==> src/rtl/pwm_pkg.sv <==
// rtl/pwm_pkg.sv - shared reset values and duty-slice indexing for the multi-channel PWM
package pwm_pkg;

    localparam logic PERIOD_RST_BIT = 1'b1;
    localparam logic DUTY_RST_BIT   = 1'b0;

    function automatic int duty_lsb(input int ch, input int width);
        return ch * width;
    endfunction

endpackage

==> src/rtl/pwm_multi_ramp_if.sv <==
// rtl/pwm_multi_ramp_if.sv - control/status bundle between a PWM user and pwm_multi_ramp
interface pwm_multi_ramp_if #(
    parameter int CHANNELS = 2,
    parameter int WIDTH    = 8
) ();
    logic                      enable;
    logic [WIDTH-1:0]          period;
    logic [CHANNELS*WIDTH-1:0] duty_in;
    logic                      duty_load;
    logic [CHANNELS-1:0]       pwm_out;
    logic                      period_tick;
    logic [CHANNELS-1:0]       at_target;

    modport master (
        output enable, period, duty_in, duty_load,
        input  pwm_out, period_tick, at_target
    );

    modport slave (
        input  enable, period, duty_in, duty_load,
        output pwm_out, period_tick, at_target
    );
endinterface

==> src/rtl/pwm_ramp_channel.sv <==
// rtl/pwm_ramp_channel.sv - one PWM channel: double-buffered duty, slew-limited applied duty, output compare
module pwm_ramp_channel
    import pwm_pkg::*;
#(
    parameter int WIDTH     = 8,
    parameter int RAMP_STEP = 0
) (
    input  logic             clk,
    input  logic             rst_n,
    input  logic             enable_i,
    input  logic [WIDTH-1:0] counter_i,
    input  logic             wrap_i,
    input  logic             duty_load_i,
    input  logic [WIDTH-1:0] duty_i,
    output logic             pwm_o,
    output logic             at_target_o
);

    // A step at least as large as the full range always lands on target, so clamp it to fit WIDTH bits.
    localparam logic [WIDTH-1:0] STEP =
        (RAMP_STEP >= (1 << WIDTH)) ? {WIDTH{1'b1}} : WIDTH'(RAMP_STEP);

    logic [WIDTH-1:0] target_q, target_d;
    logic [WIDTH-1:0] active_q, active_d;
    logic             pwm_q, pwm_d;
    logic             up;
    logic [WIDTH:0]   diff_x;

    always_comb begin
        up       = target_q > active_q;
        diff_x   = up ? ({1'b0, target_q} - {1'b0, active_q})
                      : ({1'b0, active_q} - {1'b0, target_q});
        target_d = duty_load_i ? duty_i : target_q;
        active_d = active_q;
        if (wrap_i) begin
            if ((RAMP_STEP == 0) || (diff_x <= {1'b0, STEP})) begin
                active_d = target_q;
            end else begin
                active_d = up ? (active_q + STEP) : (active_q - STEP);
            end
        end
        pwm_d = enable_i && (counter_i < active_q);
    end

    always_ff @(posedge clk) begin
        if (!rst_n) begin
            target_q <= {WIDTH{DUTY_RST_BIT}};
            active_q <= {WIDTH{DUTY_RST_BIT}};
            pwm_q    <= 1'b0;
        end else begin
            target_q <= target_d;
            active_q <= active_d;
            pwm_q    <= pwm_d;
        end
    end

    assign pwm_o       = pwm_q;
    assign at_target_o = (active_q == target_q);

endmodule

==> src/rtl/pwm_multi_ramp.sv <==
// rtl/pwm_multi_ramp.sv - multi-channel PWM: prescaler, shared period counter, period shadow, channel array
module pwm_multi_ramp
    import pwm_pkg::*;
#(
    parameter int CHANNELS  = 2,
    parameter int WIDTH     = 8,
    parameter int PRESCALE  = 1,
    parameter int RAMP_STEP = 0
) (
    input  logic              clk,
    input  logic              rst_n,
    pwm_multi_ramp_if.slave   bus
);

    localparam int PW = (PRESCALE > 1) ? $clog2(PRESCALE) : 1;
    localparam logic [PW-1:0] PRESC_LAST = PW'(PRESCALE - 1);

    logic [PW-1:0]       presc_q, presc_d;
    logic [WIDTH-1:0]    counter_q, counter_d;
    logic [WIDTH-1:0]    period_act_q, period_act_d;
    logic                tick_q, tick_d;
    logic                step;
    logic                wrap;
    logic [CHANNELS-1:0] pwm_vec;
    logic [CHANNELS-1:0] at_vec;

    always_comb begin
        step         = (presc_q == PRESC_LAST);
        wrap         = bus.enable && step && (counter_q == period_act_q);
        presc_d      = presc_q;
        counter_d    = counter_q;
        period_act_d = period_act_q;
        tick_d       = 1'b0;
        if (!bus.enable) begin
            presc_d   = '0;
            counter_d = '0;
        end else begin
            presc_d = step ? '0 : (presc_q + 1'b1);
            if (step) begin
                counter_d = wrap ? '0 : (counter_q + 1'b1);
            end
        end
        // The new period is only picked up at wrap so a running period is never cut short.
        if (wrap) begin
            tick_d       = 1'b1;
            period_act_d = bus.period;
        end
    end

    always_ff @(posedge clk) begin
        if (!rst_n) begin
            presc_q      <= '0;
            counter_q    <= '0;
            period_act_q <= {WIDTH{PERIOD_RST_BIT}};
            tick_q       <= 1'b0;
        end else begin
            presc_q      <= presc_d;
            counter_q    <= counter_d;
            period_act_q <= period_act_d;
            tick_q       <= tick_d;
        end
    end

    for (genvar g = 0; g < CHANNELS; g++) begin : g_ch
        pwm_ramp_channel #(
            .WIDTH     (WIDTH),
            .RAMP_STEP (RAMP_STEP)
        ) u_ch (
            .clk         (clk),
            .rst_n       (rst_n),
            .enable_i    (bus.enable),
            .counter_i   (counter_q),
            .wrap_i      (wrap),
            .duty_load_i (bus.duty_load),
            .duty_i      (bus.duty_in[duty_lsb(g, WIDTH) +: WIDTH]),
            .pwm_o       (pwm_vec[g]),
            .at_target_o (at_vec[g])
        );
    end

    assign bus.pwm_out     = pwm_vec;
    assign bus.at_target   = at_vec;
    assign bus.period_tick = tick_q;

endmodule

==> src/flat_wrapper.sv <==
// flat-port wrapper written by rule: the top's interface ports become plain ports
module pwm_multi_ramp_flat import pwm_pkg::*;
#(
    parameter int CHANNELS  = 2,
    parameter int WIDTH     = 8,
    parameter int PRESCALE  = 1,
    parameter int RAMP_STEP = 0
)
  (clk, rst_n, bus_enable, bus_period, bus_duty_in, bus_duty_load, bus_pwm_out, bus_period_tick, bus_at_target);
  pwm_multi_ramp_if #(.CHANNELS(CHANNELS), .WIDTH(WIDTH)) bus_i ();
  input  logic clk;
  input  logic rst_n;
  input wire logic [$bits(bus_i.enable)-1:0] bus_enable;
  input wire logic [$bits(bus_i.period)-1:0] bus_period;
  input wire logic [$bits(bus_i.duty_in)-1:0] bus_duty_in;
  input wire logic [$bits(bus_i.duty_load)-1:0] bus_duty_load;
  output wire logic [$bits(bus_i.pwm_out)-1:0] bus_pwm_out;
  output wire logic [$bits(bus_i.period_tick)-1:0] bus_period_tick;
  output wire logic [$bits(bus_i.at_target)-1:0] bus_at_target;
  assign bus_i.enable = bus_enable;
  assign bus_i.period = bus_period;
  assign bus_i.duty_in = bus_duty_in;
  assign bus_i.duty_load = bus_duty_load;
  assign bus_pwm_out = bus_i.pwm_out;
  assign bus_period_tick = bus_i.period_tick;
  assign bus_at_target = bus_i.at_target;
  pwm_multi_ramp #(.CHANNELS(CHANNELS), .WIDTH(WIDTH), .PRESCALE(PRESCALE), .RAMP_STEP(RAMP_STEP)) u_core (.clk(clk), .rst_n(rst_n), .bus(bus_i));
endmodule
==> config.mk <==
export PLATFORM = sky130hd
export DESIGN_NAME = pwm_multi_ramp_flat
export DESIGN_NICKNAME = d
export VERILOG_FILES = /design/src/rtl/pwm_pkg.sv /design/src/rtl/pwm_multi_ramp_if.sv /design/src/rtl/pwm_ramp_channel.sv /design/src/rtl/pwm_multi_ramp.sv /design/src/flat_wrapper.sv
export SDC_FILE = /design/constraint.sdc
export NUM_CORES = 1
export LEC_CHECK = 0
export BUFFER_PORTS_ARGS = -buffer_cell sky130_fd_sc_hd__buf_2
export CAP_MARGIN = 20
export CORE_ASPECT_RATIO = 1.25
export CORE_MARGIN = 8
export CORE_UTILIZATION = 40
export CTS_CLUSTER_DIAMETER = 200
export DETAILED_ROUTE_END_ITERATION = 16
export PLACE_DENSITY_LB_ADDON = 0.15
export SLEW_MARGIN = 0
export SYNTH_ARGS = -nofsm -noshare
export SYNTH_HDL_FRONTEND = slang
export SYNTH_SLANG_ARGS = --single-unit
==> constraint.sdc <==
create_clock -name clk -period 1.4 [get_ports clk]
set_clock_uncertainty 0.05 [all_clocks]
set_input_delay 0.07 -clock clk [delete_from_list [all_inputs] [get_ports clk]]
set_output_delay 0.07 -clock clk [all_outputs]
set_load 0.02 [all_outputs]
# Word-level counts from Yosys, hierarchy flattened
# Index checks and enable logic that the tools add are counted.
# totals
reg_bits	52
latchBits	0
mem_count	0
rom_bits	0
ram_bits	0
# classes
shift	0
mul	0
n_eq_ne	3
n_lt_le_gt_ge	2
div	0
n_addsub	2
n_reduce_logical	6
mux	2
bitwise_logic	1
# ops
operator	count
8-bit == test	3
8-bit < comparator	2
8-bit by 1-bit adder with 8-bit output (second input constant)	1
8-bit 2-to-1 mux	1
1-bit logical AND	4
3-bit AND reduction	1
2-bit AND reduction	1
1-bit adder (second input constant)	1
1-bit 2-to-1 mux	1
1-bit inverter	1

# Longest topological paths before layout
# depth
word_depth	4
ltp_mapped	6

# By module
# From an unflattened synthesis, not the netlist that was laid out.
# unflattened
cells_unflattened	260
hier_area_um2	2657.5
# by_module_without_submodules
module	cells_each	area_per_inst_um2	instances
pwm_ramp_channel	86	883.3	2
pwm_multi_ramp	88	890.9	1

# Least setup slack after synthesis
# No wires, ideal clock.
# synth_timing
path_type	flip-flop to flip-flop
startpoint	register u_core.counter_q[5]
endpoint	register u_core.period_act_q[1]
path_slack_ns	-0.148
path_buffers	1
path_stages_with_launch	7
setup_ns	0.129
arrival_ns	1.369
period_less_slack_ns	1.548
required_time_ns	1.221
path_cell_list	dfxtp_1 > xnor2_1 > nand4_1 > nor3_4 > buf_6 > mux2i_1 > nand2_1
# synth_via
elab_chain_len	2
# synth_rtl
element	line_no	text
start, declared	pwm_multi_ramp.sv:19	logic [WIDTH-1:0] counter_q, counter_d;
start signal, assigned	pwm_multi_ramp.sv:58	counter_q <= counter_d;
8-bit == test	pwm_multi_ramp.sv:29	wrap = bus.enable && step && (counter_q == period_act_q);
1-bit logical AND	pwm_multi_ramp.sv:29	
end signal, assigned	pwm_multi_ramp.sv:54	period_act_q <= {WIDTH{PERIOD_RST_BIT}};
end signal, assigned	pwm_multi_ramp.sv:59	period_act_q <= period_act_d;
end, declared	pwm_multi_ramp.sv:20	logic [WIDTH-1:0] period_act_q, period_act_d;
# No other way between the ends.
# A chain may end at the register's enable or synchronous reset.

# Worst setup path after layout
# layout_timing
startpoint	register u_core.counter_q[4]
endpoint	register u_core.period_act_q[3]
# Same word-level chain as after synthesis.

==> impl_metrics.tcl <==
set metrics [dict create \
    status "complete, but fails checks" \
    violations "negative setup slack" \
    clock_latency_ns 0.30 \
    ys_seq_elements 52 \
    grt_pass1_wl_mm 9.34 \
    ios 33 \
    cts_root_buffer "clkbuf_8" \
    synth_area_um2 2540 \
    grt_remaining_overflow 0 \
    synth_top_cells_by_count "dfxtp_1 (52), xnor2_1 (29), mux2i_1 (25), nand2_1 (25), nand3_1 (18)" \
    synth.distinct_cells 29 \
    power_frac_clock_pct 35.1 \
    synth_fp_nets 315 \
    slowest_delay_ns 0.35 \
    startpoint_type "flop" \
    cp_max_fo 11 \
    cp_cell_sequence "xnor2_2 -> nand3b_1 -> nor3_4 -> buf_6 -> buf_12 -> mux2i_1 -> nand2_1" \
    hold_violations 0 \
    fmax_mhz 645 \
    synth-edff-count 0 \
    seq_area_frac_synth_pct 41.0 \
    min_period_ns 1.55 \
    first_pass_iters 4 \
    fp.dieH_um 105 \
    grt_max_degree 30 \
    routed_wl_mm 5.71 \
    wl_per_cell_um 12.9 \
    cp.depth 7 \
    stdcell_area_um2 3740 \
    synth_top_area_share_pct 41.0 \
    clk_pin_slew_ns 0.09 \
    p_leak_nw 1.51 \
    crit_required_ns 1.54 \
    viasPerCell 4.63 \
    fin_nets 401 \
    htreeDepth 2 \
    cts_buffers 5 \
    switching_share_pct 22.3 \
    p_switching_uw 630 \
    combPwrFrac_pct 10.1 \
    synth_most_common_cell "dfxtp_1" \
    yosys-top-cells-area "dfxtp_1 (41%), xnor2_1 (10%), mux2i_1 (9.9%)" \
    antenna_cells 0 \
    dpl.cell_count 403 \
    fin_util_pct 60.6 \
    synthFlopType "dfxtp_1" \
    clock_path_buffers 2 \
    cp_top_family "simple AND/OR/NAND/NOR gates" \
    drc 0 \
    placed_cell_area_um2 2960 \
    track_usage_pct 12.7 \
    cpMaxStageDelayCell "dfxtp_2" \
    path_class "reg -> reg" \
    power.density_nw_per_um2 755 \
    die_x_um 87.2 \
    crit_start "u_core.counter_q[4]" \
    drtIter0Drc 60 \
    r2r_cells 7 \
    r2r_start "u_core.counter_q[4]" \
    fp-row-count 32 \
    critPathArrivalTime_ns 1.69 \
    grt_setup_unrepaired "true" \
    syn_to_final_growth_pct 47.2 \
    cts.sinks 52 \
    post-place-ws_ns -0.158 \
    vias 2046 \
    worstSetupEndpointType "flop" \
    fillers 545 \
    fin_cells 442 \
    worst_slack_ns -0.151 \
    seqPwrFrac_pct 54.8 \
    cap_violations 0 \
    period_share_pct 111 \
    yosys.area.top_type "dfxtp_1" \
    finalSetupViolCount 33 \
    coreArea_um2 6170 \
    layout-drive-gt1-share_pct 38.1 \
    r2r_slack_ns -0.15 \
    syn_area_per_cell_um2 9.33 \
    hpwl_mm 3.77 \
    path_buf_inv 2 \
    cts_tree "done" \
    die_area_um2 9160 \
    antenna_found_initial 0 \
    r2r-end "u_core.period_act_q[3]" \
    ant_nets 0 \
    hold_path_class "in -> reg" \
    initial_utilization_pct 41.2 \
    internal_power_mw 2.19 \
    critPathCapture "u_core.period_act_q[3]" \
    gp_congestion 0.795 \
    yosys_warnings 0 \
    synthArstFlopShare_pct 0 \
    peakVddDrop_v 0.000386 \
    grt_pass1_vias 2052 \
    final-max-slew-violation-count 0 \
    syn_inst 272 \
    hold_slack_ns 0.142 \
    numPortBuffers 32 \
]
cell usage in the layout (no fill, tap or decap), types with 2 or more instances in the layout:
| cell type | n |
|---|---|
| a211oi_2 | 2 |
| a21o_1 | 6 |
| a21oi_2 | 2 |
| and3_4 | 2 |
| buf_2 | 30 |
| buf_4 | 30 |
| buf_6 | 8 |
| clkbuf_8 | 5 |
| dfxtp_1 | 37 |
| dfxtp_2 | 14 |
| dlygate4sd3_1 | 24 |
| ha_1 | 10 |
| ha_4 | 5 |
| inv_1 | 14 |
| mux2i_1 | 25 |
| nand2_1 | 25 |
| nand3_1 | 8 |
| nand3_2 | 8 |
| nand3_4 | 2 |
| nand4_1 | 9 |
| nor2_1 | 4 |
| nor2_2 | 6 |
| nor2b_1 | 16 |
| o211a_1 | 2 |
| o21ai_0 | 2 |
| o21ai_1 | 12 |
| o21ai_2 | 2 |
| xnor2_1 | 19 |
| xnor2_2 | 10 |
| xor2_1 | 2 |
stage by stage:
step	power (mW)	TNS, ns
CTS	2.83	-2.80
global placement	1.78	-3.50
finish	2.82	-3.02
global route	2.94	-5.53
detailed placement	1.79	-4.30
floorplan	1.72	-0.485
final cells by class:
cell class              instances  area [um2]  area share (%)
flip-flops and latches         52        1060            28.4
repair buffers                 96         801            21.4
inverters                      14        52.6            1.41
clock buffers                   5        68.8            1.84
multi-input cells             189        1620            43.2
clock inverters                 1        30.0           0.804
well taps                      85         106            2.85
per-layer routing:
layer,vias up,wire length (um),track usage [%]
met5,-,0,0
met4,0,66,4.81
met3,6,234,4.00
met2,26,2720,21.2
met1,932,2690,14.7
li1,1082,-,-
registers in the layout, indices dropped and copies added, names as in the netlist:
register                   flops
u_core.g_ch.u_ch.active_q     16
u_core.g_ch.u_ch.target_q     16
u_core.counter_q               8
u_core.period_act_q            8
u_core.g_ch.u_ch.pwm_o         2
u_core.bus.period_tick         1
u_core.presc_q                 1
power groups by stage:
| stage | Clock, mW | Combinational [mW] | Sequential, mW |
|---|---|---|---|
| floorplan | 0 | 0.147 | 1.57 |
| global placement | 0 | 0.209 | 1.57 |
| detailed placement | 0 | 0.211 | 1.57 |
| CTS | 1.01 | 0.277 | 1.54 |
| global route | 1.08 | 0.315 | 1.55 |
| finish | 0.990 | 0.286 | 1.55 |
what timing repair did:
item | 4_1_cts | 5_1_grt
hold buffers | 24 | 0
cloned | 2 | 0
gates resized for setup | 32 | 50
pin swaps | 17 | 18
endpoints found under the setup margin | 36 | 37
buffers inserted | 6 | 1
hold endpoints to repair | 24 | 0
worst reg2reg max path, delay by kind of cell (launching register included):
kind	cells	cell delay, ns
simple gates	3	0.44
flops	1	0.35
buf+inv	2	0.27
mux	1	0.18
xor+xnor	1	0.15
cells by family (layout without fill, tap and decap cells):
family                     after synthesis  in the layout  synth area share, %
xor gates and xnor gates                31             31                 10.7
other                                    1              1                0.148
muxes                                   25             25                 9.86
DFF                                     52             52                 41.0
AOI/OAI and AO/OA                       28             28                 6.71
buffers and inverters                   31            116                 5.97
adders and majority gates               15             15                 7.40
and+or+nand+nor                         89             89                 18.2
how the worst min path moves through the flow:
stage	startpoint	endpoint	slack (ns)	cells after the start
after global routing	rst_n	u_core.period_act_q[3]	0.15	3
after global placement	bus_period[2]	u_core.period_act_q[2]	0.24	3
after floorplan	bus_period[1]	u_core.period_act_q[1]	0.15	2
final	rst_n	u_core.period_act_q[1]	0.14	3
after CTS	rst_n	u_core.period_act_q[2]	0.14	3
after detailed placement	bus_period[2]	u_core.period_act_q[2]	0.24	3
Note: power is estimated with default switching activity, not from simulation.
